==> config.mk <==
export PLATFORM = sky130hd
export DESIGN_NAME = pan_result_framer
export DESIGN_NICKNAME = d
export VERILOG_FILES = /design/src/rtl/pan_frame_pkg.sv /design/src/rtl/pan_frame_byte_mux.sv /design/src/rtl/pan_result_framer.sv
export SDC_FILE = /design/constraint.sdc
export NUM_CORES = 1
export LEC_CHECK = 0
export CAP_MARGIN = 20
export CORE_MARGIN = 8
export CORE_UTILIZATION = 59
export CTS_BUF_LIST = sky130_fd_sc_hd__clkbuf_8
export CTS_CLUSTER_DIAMETER = 60
export CTS_CLUSTER_SIZE = 16
export DETAILED_ROUTE_END_ITERATION = 8
export GPL_TIMING_DRIVEN = 0
export PLACE_DENSITY = 0.95
export SLEW_MARGIN = 20
export SYNTH_ARGS = -nofsm -noshare
export SYNTH_HDL_FRONTEND = slang
export SYNTH_SLANG_ARGS = --single-unit
==> constraint.sdc <==
create_clock -name clk -period 6.7 [get_ports clk]
set_clock_uncertainty 0.05 [all_clocks]
set_input_delay 2.01 -clock clk [delete_from_list [all_inputs] [get_ports clk]]
set_output_delay 2.01 -clock clk [all_outputs]
set_load 0.02 [all_outputs]
==> src/rtl/pan_frame_pkg.sv <==
`default_nettype none
// ============================================================================
//  Module      : pan_frame_pkg
//  Description : Shared state codes, frame lengths, STATUS bit layout and
//                default header bytes for the PAN result framer.
//  Revision    : 1.0  initial release
// ============================================================================
package pan_frame_pkg;

  // FSM state codes
  localparam logic [1:0] IDLE      = 2'd0;
  localparam logic [1:0] WAIT_TOK  = 2'd1;
  localparam logic [1:0] SEND_FULL = 2'd2;
  localparam logic [1:0] SEND_REJ  = 2'd3;

  // Frame lengths in bytes
  localparam logic [3:0] FULL_LEN = 4'd14;
  localparam logic [3:0] REJ_LEN  = 4'd4;

  // STATUS byte bit positions
  localparam int STAT_LUHN      = 7;
  localparam int STAT_LEN       = 6;
  localparam int STAT_HIT       = 5;
  localparam int STAT_TIMEOUT   = 4;
  localparam int STAT_OVERRUN   = 3;
  localparam int STAT_BRAND_LSB = 0;

  // Default header bytes
  localparam logic [7:0] DEF_HDR_FULL = 8'hA5;
  localparam logic [7:0] DEF_HDR_REJ  = 8'h5A;

  // Assemble the STATUS byte from its individual flags
  function automatic logic [7:0] pack_status(input logic       luhn,
                                             input logic       len_ok,
                                             input logic       hit,
                                             input logic       tmo,
                                             input logic       ovr,
                                             input logic [2:0] brand);
    logic [7:0] s;
    s                       = 8'h00;
    s[STAT_LUHN]            = luhn;
    s[STAT_LEN]             = len_ok;
    s[STAT_HIT]             = hit;
    s[STAT_TIMEOUT]         = tmo;
    s[STAT_OVERRUN]         = ovr;
    s[STAT_BRAND_LSB +: 3]  = brand;
    return s;
  endfunction

endpackage
`default_nettype wire

==> src/rtl/pan_frame_byte_mux.sv <==
`default_nettype none
// ============================================================================
//  Module      : pan_frame_byte_mux
//  Description : Selects the outgoing frame byte from the frame type, the
//                byte index and the captured card fields.
//  Revision    : 1.0  initial release
// ============================================================================
module pan_frame_byte_mux
  import pan_frame_pkg::*;
#(
  parameter logic [7:0] HDR_FULL = DEF_HDR_FULL,
  parameter logic [7:0] HDR_REJ  = DEF_HDR_REJ
) (
  input  logic        is_full,
  input  logic [3:0]  idx,
  input  logic [7:0]  status,
  input  logic [7:0]  issuer,
  input  logic [63:0] token,
  input  logic [15:0] tag,
  input  logic [7:0]  chk,
  output logic [7:0]  data
);

  // Byte selection; token goes out most-significant byte first
  always_comb begin
    data = 8'h00;
    if (is_full) begin
      case (idx)
        4'd0:    data = HDR_FULL;
        4'd1:    data = status;
        4'd2:    data = issuer;
        4'd3:    data = token[63:56];
        4'd4:    data = token[55:48];
        4'd5:    data = token[47:40];
        4'd6:    data = token[39:32];
        4'd7:    data = token[31:24];
        4'd8:    data = token[23:16];
        4'd9:    data = token[15:8];
        4'd10:   data = token[7:0];
        4'd11:   data = tag[15:8];
        4'd12:   data = tag[7:0];
        4'd13:   data = chk;
        default: data = 8'h00;
      endcase
    end else begin
      case (idx)
        4'd0:    data = HDR_REJ;
        4'd1:    data = status;
        4'd2:    data = issuer;
        4'd3:    data = chk;
        default: data = 8'h00;
      endcase
    end
  end

endmodule
`default_nettype wire

==> src/rtl/pan_result_framer.sv <==
`default_nettype none
// ============================================================================
//  Module      : pan_result_framer
//  Description : Joins classifier result and tokenizer output into one
//                byte-wide framed record per card (full or reject frame).
//  Revision    : 1.0  initial release
// ============================================================================
module pan_result_framer
  import pan_frame_pkg::*;
#(
  parameter int         TIMEOUT_CYCLES = 1024,
  parameter logic [7:0] HDR_FULL       = DEF_HDR_FULL,
  parameter logic [7:0] HDR_REJ        = DEF_HDR_REJ
) (
  input  logic        clk,
  input  logic        rst_n,
  input  logic        start,
  input  logic        meta_valid,
  input  logic        luhn_valid,
  input  logic        length_ok,
  input  logic        meta_hit,
  input  logic [2:0]  brand_id,
  input  logic [4:0]  issuer_id,
  input  logic [1:0]  type_id,
  input  logic        token_valid,
  input  logic [63:0] token64,
  input  logic [15:0] token_tag16,
  input  logic        tx_ready,
  output logic        tx_valid,
  output logic [7:0]  tx_data,
  output logic        tx_last,
  output logic        busy,
  output logic [7:0]  frame_count
);

  localparam int         CW      = $clog2(TIMEOUT_CYCLES);
  localparam logic [CW-1:0] TO_LAST = CW'(TIMEOUT_CYCLES - 1);

  logic [1:0]    state;
  logic [3:0]    idx;
  logic [CW-1:0] to_cnt;
  logic          luhn_r, len_r, hit_r;
  logic [2:0]    brand_r;
  logic [4:0]    issuer_r;
  logic [1:0]    type_r;
  logic [63:0]   token_r;
  logic [15:0]   tag_r;
  logic          timeout_r;
  logic          ovr_r;      // overrun bit reported in the frame being sent
  logic          ovr_pend;   // overrun seen, waiting for the next frame
  logic [7:0]    chk;
  logic [7:0]    mux_data;
  logic          is_last;

  assign busy     = (state != IDLE);
  assign tx_valid = (state == SEND_FULL) || (state == SEND_REJ);
  assign is_last  = (state == SEND_FULL) ? (idx == FULL_LEN - 4'd1)
                                         : (idx == REJ_LEN - 4'd1);
  assign tx_last  = tx_valid && is_last;
  assign tx_data  = tx_valid ? mux_data : 8'h00;

  pan_frame_byte_mux #(
    .HDR_FULL (HDR_FULL),
    .HDR_REJ  (HDR_REJ)
  ) u_byte_mux (
    .is_full (state == SEND_FULL),
    .idx     (idx),
    .status  (pack_status(luhn_r, len_r, hit_r, timeout_r, ovr_r, brand_r)),
    .issuer  ({type_r, 1'b0, issuer_r}),
    .token   (token_r),
    .tag     (tag_r),
    .chk     (chk),
    .data    (mux_data)
  );

  // Card FSM: capture, token wait with timeout, byte sequencing and overrun
  always_ff @(posedge clk or negedge rst_n) begin
    if (!rst_n) begin
      state       <= IDLE;
      idx         <= 4'd0;
      to_cnt      <= '0;
      luhn_r      <= 1'b0;
      len_r       <= 1'b0;
      hit_r       <= 1'b0;
      brand_r     <= 3'd0;
      issuer_r    <= 5'd0;
      type_r      <= 2'd0;
      token_r     <= 64'd0;
      tag_r       <= 16'd0;
      timeout_r   <= 1'b0;
      ovr_r       <= 1'b0;
      ovr_pend    <= 1'b0;
      chk         <= 8'd0;
      frame_count <= 8'd0;
    end else begin
      case (state)
        IDLE: begin
          if (meta_valid) begin
            luhn_r    <= luhn_valid;
            len_r     <= length_ok;
            hit_r     <= meta_hit;
            brand_r   <= brand_id;
            issuer_r  <= issuer_id;
            type_r    <= type_id;
            timeout_r <= 1'b0;
            idx       <= 4'd0;
            chk       <= 8'd0;
            if (!luhn_valid) begin
              ovr_r    <= ovr_pend;
              ovr_pend <= 1'b0;
              state    <= SEND_REJ;
            end else if (token_valid) begin
              token_r  <= token64;
              tag_r    <= token_tag16;
              ovr_r    <= ovr_pend;
              ovr_pend <= 1'b0;
              state    <= SEND_FULL;
            end else begin
              to_cnt   <= '0;
              state    <= WAIT_TOK;
            end
          end
        end
        WAIT_TOK: begin
          if (token_valid) begin
            token_r  <= token64;
            tag_r    <= token_tag16;
            ovr_r    <= ovr_pend;
            ovr_pend <= 1'b0;
            state    <= SEND_FULL;
          end else if (start) begin
            state    <= IDLE;
          end else if (to_cnt == TO_LAST) begin
            timeout_r <= 1'b1;
            ovr_r     <= ovr_pend;
            ovr_pend  <= 1'b0;
            state     <= SEND_REJ;
          end else begin
            to_cnt   <= to_cnt + CW'(1);
          end
        end
        SEND_FULL, SEND_REJ: begin
          // Strobes cannot be accepted mid-frame; remember that one was lost
          if (meta_valid || token_valid) begin
            ovr_pend <= 1'b1;
          end
          if (tx_ready) begin
            if (is_last) begin
              state       <= IDLE;
              idx         <= 4'd0;
              chk         <= 8'd0;
              timeout_r   <= 1'b0;
              ovr_r       <= 1'b0;
              frame_count <= frame_count + 8'd1;
            end else begin
              idx <= idx + 4'd1;
              chk <= chk ^ mux_data;
            end
          end
        end
        default: state <= IDLE;
      endcase
    end
  end

endmodule
`default_nettype wire

**Yosys cells after proc, flatten, opt, wreduce, memory -nomap -nowiden**

Cells that the tools add are included.
W data, S select, Z words.

- Bits in registers: 128
- Input port bits: 99
- Output and inout bits: 19
- Word-level logic and storage cells: 128

- Add/sub/neg operators: 3
- Equality and inequality tests: 31
- Mux-type cells: 59
- Bitwise logic cells: 1
- Reduce and logical (&&, ||, !) cells: 18

Operator list:

| cell | count |
|---|---|
| $mux W64 | 3 |
| $pmux W64 S2 | 1 |
| $pmux W8 S14 | 1 |
| $mux W10 | 6 |
| $mux W16 | 3 |
| $mux W8 | 5 |
| $pmux W16 S2 | 1 |
| $pmux W8 S4 | 1 |
| $eq A4 B4 Y1 const B | 6 |
| $mux W1 | 20 |
| $ne A2 B2 Y1 const B | 10 |
| $pmux W10 S2 | 1 |
| $eq A4 B3 Y1 const B | 4 |
| $mux W2 | 8 |
| $pmux W8 S2 | 1 |
| $mux W4 | 3 |
| $reduce_and A6 Y1 | 2 |
| $add A10 B1 Y10 const B | 1 |
| $eq A10 B10 Y1 const B | 1 |
| $ne A3 B3 Y1 const B | 3 |
| $pmux W1 S3 | 3 |
| $reduce_and A3 Y1 | 3 |
| $add A8 B1 Y8 const B | 1 |
| $eq A4 B2 Y1 const B | 2 |
| 18 further kinds | 22 |

**Longest topological paths before layout**

Gate-level depths: netlist of run 1.

- Word-level depth: 7
- Depth in mapped cells: 10
- Gate-level depth less buffers: 7

**Hierarchy**

Synthesis of run 1 repeated with hierarchy kept, for this count alone.

- Cell total of the unflattened synthesis: 578
- Area total of the unflattened synthesis: 6618.8 µm²

Modules (own cells, without submodules):

| module | instances | cells an instance | area an instance (µm²) | sequential area each (µm²) |
|---|---|---|---|---|
| pan_result_framer | 1 | 401 | 5407.7 | 3203.1 |
| pan_frame_byte_mux | 1 | 177 | 1211.2 | 0.0 |

**Worst setup path before layout of run 1**

OpenSTA, ideal clock, no wires.

- Path kind: register to output
- Start: register idx[0]
- End: output tx_data[5]
- Data arrival time: 2.095 ns
- Required time: 4.640 ns
- Setup slack: 2.545 ns
- Stages on the path, launching flop included: 10
- Buffers on the path: 2
- Cell sequence: dfrtp_1 > inv_1 > ha_1 > buf_2 > buf_1 > inv_1 > a221oi_1 > a2111o_1 > o21ai_0 > a21boi_0

- Cells in the longest elaborated chain, start to end: 4
- Elaborated cells between the ends (all ways): 18
- Classes of those cells: eq/ne (13); mux (4); reduce/logical (1)

Ends and longest elaborated chain:

| element | RTL line | RTL |
|---|---|---|
| start: declaration | pan_result_framer.sv:40 | `logic [3:0] idx;` |
| start signal: assignment | pan_result_framer.sv:156 | `idx <= idx + 4'd1;` |
| $eq A4 B4 Y1, or another cell as far along | pan_frame_byte_mux.sv:28 | `case (idx)` |
| $pmux W8 S14 or $pmux W8 S4 (tied branches) | pan_frame_byte_mux.sv:28, pan_frame_byte_mux.sv:46 |  |
| $mux W8 * | pan_frame_byte_mux.sv:27 | `if (is_full) begin` |
| $mux W8 * | pan_result_framer.sv:60 | `assign tx_data = tx_valid ? mux_data : 8'h00;` |
| end: declaration | pan_result_framer.sv:30 | `output logic [7:0] tx_data,` |

Mark *: on every way between the ends. The rest lies on a longest branch, timed or not.

**Final worst setup path of run 1**

- Start: register idx[0]
- End: output tx_data[3]

The elaborated chain is that of the path after synthesis.

==> reports/results.ini, run 1 <==
[detailed_routing]
drt_iter0_markers = 665
ant_nets = 0
drc = 0
wirelength_mm = 19.8
wl_per_cell_um = 22.8
via_per_inst = 6.45
vias = 5615
dr.pass1.iters = 7

[floorplan]
rows = 38
die-area_mm2 = 0.0148
core_area_mm2 = 0.0108
pin_count = 118
die_w_um = 122
initial_utilization = 0.607
chipHeight_um = 122

[power_and_ir_drop]
p_sw_frac = 0.394
p_int_mw = 2.28
ir_worst_vdd_v = 0.000323
p_comb_frac = 0.454
p_leak_nw = 3.49
switching_power_mw = 1.48
power.density_mw_per_mm2 = 450
pwr-share-clk = 0.188
pwr-share-seq = 0.358

[clocking]
cts_hold_buf = 0
root_buffer = clkbuf_8
cts_resized = 0
post-cts-setup-buffer-count = 0
cts.sinks = 128
htreeDepth = 4
clock_path_buffers = 2
clk_latency_ns = 0.46
cts_tree = done
numCtsBuffers = 17
clk_pin_slew_ns = 0.08

[critical_path]
crit_path_frequent_cell = o21ai_0
crit_path_start_kind = flip-flop
crit_type = reg -> out
arrival_ns = 3.93
path_delay_family = compound AO/OA/AOI/OAI gates
cp-end-kind = output port
path_max_fanout = 10
crit_path_cell_trace = ha_1, buf_2, buf_1, a222oi_1, o21ai_0, a211oi_1, o21ai_0, and2_1, clkdlybuf4s50_1
slowest_stage = a222oi_1
max_stage_delay_ns = 0.63
crit_required_ns = 4.64
path_buf_inv = 3

[hold_path]
hold_class = reg -> reg

[finish]
fin_nets = 822
fill_cells = 707
diodes = 0
final-instance-count-excl-fill = 870
layout-drive-gt1-share = 0.229
areaGrowthSynthToFinish_pct = 27.2

[synthesis]
postSynthCellCount = 581
async_flop_share = 1.00
synth_edf_count = 0
ys_seq_area_frac = 0.487
avgSynthCellArea_um2 = 11.3
ys_top_cells_by_area = dfrtp_1 (49%), mux2_2 (17%), a22oi_1 (2.7%)
yosys_warnings = 0
synth_seq_cells = 128
synth_cell_type_count = 66
synth_top_area_frac = 0.487
post-synth-top-count-cell = dfrtp_1
ys_top_cells_by_count = dfrtp_1 (128), mux2_2 (97), nand2_1 (27), o21ai_0 (27), a22oi_1 (24)
yosys.area.top_type = dfrtp_1
synthFlopType = dfrtp_1
syn_area_mm2 = 0.00658
synth_nets = 686

[grt]
overflow = 0
grt_usage = 0.276
grt_most_used_layer = met2
grt.met3_usage = 0.0740
grt_max_degree = 74
grt_pass1_vias = 5975
antenna_found_initial = 0
grt_pass1_wl_mm = 31.4
use_met1 = 0.338
met2_usage = 0.445

[sta]
hold_viol_final = 0
worst_slew_pin_slew_ns = 0.748
period_needed_ns = 5.99
setup_viol = 0
slew_headroom = 0.501
period_share = 0.895
max_freq_ghz = 0.167
rsz0062_at_grt = no
maxSlewViolCount = 0
layout_setup_ws_ns = 0.707

[place]
port_buffers = 116
place_congestion = 0.922
dp_slack_ns = 1.35
dp.cells = 838
hpwl_mm = 14.4

[job]
cap_violations = 0

[status]
status = completed

power groups by stage:
stage,logic [mW],registers [mW],clock network (mW)
3_3_place_gp,1.63,1.32,0
3_5_place_dp,1.67,1.34,0
5_1_grt,1.84,1.38,0.745
2_1_floorplan,1.13,1.26,0
6_report,1.71,1.35,0.707
4_1_cts,1.68,1.33,0.717
state kept, by name (all words and copies together), names as in the netlist:
register,cells
to_cnt,10
timeout_r,1
hit_r,1
ovr_pend,1
type_r,2
idx,4
chk,8
tag_r,16
token_r,64
len_r,1
issuer_r,5
ovr_r,1
frame_count,8
brand_r,3
luhn_r,1
state,2
worst register-to-register path, delay by kind of cell, from the launching register on:
kind	cells	cell delay, ns
AOI/OAI and AO/OA	4	1.43
buffers and inverters	2	0.57
DFF	1	0.44
adders and majority gates	1	0.27
and+or+nand+nor	1	0.15
cell type report:
cell class / instances / area (um2) / area share
plain buffers: 44 / 221 / 0.0265
clock buffers: 19 / 262 / 0.0313
clock inverters: 13 / 161 / 0.0193
inverters: 12 / 45.0 / 0.00538
multi-input cells: 397 / 3110 / 0.372
flip-flops and latches: 128 / 3200 / 0.383
well taps: 140 / 175 / 0.0209
repair buffers: 117 / 1190 / 0.142
cells in the final DEF, fill, tap and decap left out, drive strengths merged, types with 6 or more instances in the layout:
master	Yosys	routed
a22o	9	9
a31oi	6	6
o31ai	6	6
a21boi	7	7
clkdlybuf4s50	0	115
o21ai	27	27
nor2b	6	6
inv	12	14
clkbuf	11	30
xnor2	6	6
and2	7	7
nand4	6	6
buf	33	35
nand3	23	23
nor4	8	8
dfrtp	128	128
ha	6	6
and3	9	9
mux2	98	98
nand2	27	27
nor2	16	16
a211oi	7	7
a22oi	24	24
a21oi	19	19
stage by stage:
| stage | setup TNS [ns] | hold WS [ns] | utilization | area [um2] | power, mW |
|---|---|---|---|---|---|
| floorplan | 0 | 0.395 | - | 6580 | 2.39 |
| global placement | -157.29 | 0.412 | 0.730 | 7920 | 2.94 |
| detailed placement | 0 | 0.425 | 0.733 | 7950 | 3.02 |
| CTS | 0 | 0.435 | 0.772 | 8370 | 3.73 |
| global route | 0 | 0.463 | 0.772 | 8370 | 3.96 |
| finish | 0 | 0.425 | 0.772 | 8370 | 3.77 |
path summary, 6_finish.rpt:
| check | start | endpoint | slack [ns] | cells past startpoint |
|---|---|---|---|---|
| hold / removal | frame_count[7]$_DFFE_PN0P_ | frame_count[7]$_DFFE_PN0P_ | 0.43 | 1 |
| hold reg to reg | frame_count[7]$_DFFE_PN0P_ | frame_count[7]$_DFFE_PN0P_ | 0.43 | 1 |
| setup / recovery | idx[0]$_DFFE_PN0P_ | tx_data[3] | 0.71 | 9 |
| setup reg to reg | idx[0]$_DFFE_PN0P_ | chk[3]$_DFFE_PN0P_ | 3.69 | 8 |
| min in group asynchronous | rst_n | to_cnt[4]$_DFFE_PN0P_ | 1.46 | 1 |
| max in group asynchronous | rst_n | idx[2]$_DFFE_PN0P_ | 4.41 | 2 |
cell families after synthesis:
logic type | after synthesis | synth area share
AND/OR/NAND/NOR | 132 | 0.112
multiplexers | 102 | 0.176
flip-flops | 128 | 0.487
XOR/XNOR | 7 | 0.00932
buffers and inverters | 56 | 0.0405
AO/OA/AOI/OAI | 150 | 0.164
adder cells (fa/ha/maj) | 6 | 0.0114
routing by layer:
layer,share of wire,wire (um)
met2,0.49,9640
met4,0.030,585
met1,0.39,7680
met5,0,0
met3,0.096,1900
Power figures use the tool's default switching activity.
==> inputs of run 2 (changes only) <==
--- a/config.mk
+++ b/config.mk
@@ -14,6 +14,7 @@
 export DETAILED_ROUTE_END_ITERATION = 8
 export GPL_TIMING_DRIVEN = 0
 export PLACE_DENSITY = 0.95
+export RECOVER_POWER = 50
 export SLEW_MARGIN = 20
 export SYNTH_ARGS = -nofsm -noshare
 export SYNTH_HDL_FRONTEND = slang
==> run 2 against run 1 <==
  * The run now ends with max-capacitance violations, max-slew violations left
  * Utilization shrank 0.21 points
  * Non-clock buffer count unchanged
  * Cell area fell by 0.27%
  * Power is essentially flat
  * Hold slack barely moved
  * Fmax is 0.25% higher
  * Final cell count did not move
  * Clock power hardly changed
  * Critical path type unchanged
==> reports/results.ini, run 2 (synthesis gave the netlist of run 1 again) <==
[sta]
period_needed_ns = 5.98
slew_headroom = -1.01
max_freq_ghz = 0.167
period_share = 0.892
setup_viol = 0
maxSlewViolCount = 56
hold_viol_final = 0
worst_slew_pin_slew_ns = 3.02
layout_setup_ws_ns = 0.722
totalNegativeSetupSlack_ns = 0
rsz0062_at_grt = no

[clocking]
clock_path_buffers = 2
cts_tree = done
root_buffer = clkbuf_8
clk_latency_ns = 0.46
numCtsBuffers = 17
cts.sinks = 128
cts_resized = 0
cts_hold_buf = 0
clk_pin_slew_ns = 0.08
post-cts-setup-buffer-count = 0
htreeDepth = 4

[detailed_routing]
ant_nets = 0
drt_iter0_markers = 656
wl_per_cell_um = 22.9
via_per_inst = 6.43
vias = 5595
drc = 0
wirelength_mm = 19.9
dr.pass1.iters = 5

[critical_path]
r2r-start = idx[0]$_DFFE_PN0P_
cp-end-kind = output port
crit_path_frequent_cell = o21ai_0
reg2reg_slack_ns = 3.71
slowest_stage = a222oi_1
crit_type = reg -> out
crit_path_cell_trace = ha_1, buf_2, buf_1, a222oi_1, o21ai_0, a211oi_1, o21ai_0, and2_1, clkdlybuf4s50_1
crit_path_start_kind = flip-flop
crit_required_ns = 4.64
reg2reg_depth = 8
path_max_fanout = 10
arrival_ns = 3.92
max_stage_delay_ns = 0.62
timing.rr.end = chk[3]$_DFFE_PN0P_

[grt]
grt_most_used_layer = met2
antenna_found_initial = 0
grt.met3_usage = 0.0740
met2_usage = 0.445
overflow = 0
grt_pass1_wl_mm = 31.4
grt_max_degree = 74
grt_pass1_vias = 5975
use_met1 = 0.338
grt_usage = 0.276

[floorplan]
initial_utilization = 0.607
chipHeight_um = 122
core_area_mm2 = 0.0108
rows = 38
die_w_um = 122
pin_count = 118
die-area_mm2 = 0.0148

[finish]
largest_reg_flops = 64
final_cell_area_mm2 = 0.00835
largest_register = token_r
layout_common_cells = dfrtp_1 (128), clkdlybuf4s50_1 (113), mux2_2 (97)
fin_nets = 822
diodes = 0
reg_top3 = token_r: 64 flops, tag_r: 16 flops, to_cnt: 10 flops
layout-drive-gt1-share = 0.225
layout_commonest_cell = dfrtp_1
areaGrowthSynthToFinish_pct = 26.8
final-instance-count-excl-fill = 870

[place]
dp_slack_ns = 1.35
postPlaceCellArea_mm2 = 0.00795
dp.cells = 838
hpwl_mm = 14.4
place_congestion = 0.922
port_buffers = 116

[hold_path]
min_to = frame_count[7]$_DFFE_PN0P_
hold_class = reg -> reg
worstHoldStart = frame_count[7]$_DFFE_PN0P_
whs_path_depth = 1

[power_and_ir_drop]
p_comb_frac = 0.454
power.density_mw_per_mm2 = 451
ir_worst_vdd_v = 0.000325
p_sw_frac = 0.394
pwr-share-seq = 0.358
p_int_mw = 2.28
p_leak_nw = 3.48
switching_power_mw = 1.48
total_power_mw = 3.76
pwr-share-clk = 0.188

[status]
status = complete, but fails checks
violations = max-capacitance violations, max-slew violations

[job]
cap_violations = 1

==> run 2: changes by cell type in the layout (fill, tap and decap cells not counted), sizes merged <==
cell,previous run,this run
buf,35,34
dlygate4sd3,0,2
clkdlybuf4s50,115,113
clkbuf,30,31
==> run 2: worst max path at each step <==
stage / start / to / slack, ns / cells past startpoint
after detailed placement: idx[0]$_DFFE_PN0P_ / tx_data[3] / 1.35 / 9
after floorplan: idx[0]$_DFFE_PN0P_ / tx_data[5] / 2.55 / 9
after global routing: idx[0]$_DFFE_PN0P_ / tx_data[4] / 0.62 / 9
final: idx[0]$_DFFE_PN0P_ / tx_data[3] / 0.72 / 9
after global placement: rst_n / token_r[35]$_DFFE_PN0P_ / -1.24 / 1
after CTS: idx[0]$_DFFE_PN0P_ / tx_data[3] / 0.84 / 9
==> run 2: final cells by class <==
| type | instances | area [um2] |
|---|---|---|
| Clock buffer | 19 | 262 |
| Sequential cell | 128 | 3200 |
| Tap cell | 140 | 175 |
| Multi-Input combinational cell | 397 | 3100 |
| Clock inverter | 13 | 161 |
| Inverter | 12 | 45.0 |
| Buffer | 44 | 221 |
| Fill cell | 711 | 2490 |
| Timing Repair Buffer | 117 | 1180 |
==> run 2: power groups by stage <==
stage	Sequential (mW)	Clock (mW)	Combinational (mW)
finish	1.35	0.708	1.71
global route	1.38	0.745	1.83
CTS	1.33	0.717	1.68
detailed placement	1.34	0	1.67
global placement	1.32	0	1.63
floorplan	1.26	0	1.13
==> run 2: metrics by stage <==
step	util	hold slack, ns
after floorplan	-	0.395
after global placement	0.730	0.412
after detailed placement	0.733	0.425
after CTS	0.772	0.435
after global routing	0.770	0.463
final	0.770	0.426
==> run 2: metal layers <==
| metal | part of all wire | up-vias |
|---|---|---|
| li1 | - | 2467 |
| met1 | 0.40 | 2785 |
| met2 | 0.49 | 296 |
| met3 | 0.088 | 47 |
| met4 | 0.030 | 0 |
| met5 | 0 | - |
==> run 2: critical path: cells and delay by family (launching register included) <==
kind,cells,cell delay (ns)
compound gates,4,1.45
buf+inv,3,1.10
flops,1,0.45
fa+ha+maj,1,0.27
simple gates,1,0.18
==> inputs of run 3 (changes only) <==
--- a/config.mk
+++ b/config.mk
@@ -5,11 +5,10 @@
 export SDC_FILE = /design/constraint.sdc
 export NUM_CORES = 1
 export LEC_CHECK = 0
-export CAP_MARGIN = 20
 export CORE_MARGIN = 8
 export CORE_UTILIZATION = 59
 export CTS_BUF_LIST = sky130_fd_sc_hd__clkbuf_8
-export CTS_CLUSTER_DIAMETER = 60
+export CTS_CLUSTER_DIAMETER = 100
 export CTS_CLUSTER_SIZE = 16
 export DETAILED_ROUTE_END_ITERATION = 8
 export GPL_TIMING_DRIVEN = 0
==> results of run 3 <==
Final layout, timing and power as in run 2 (identical DEF).
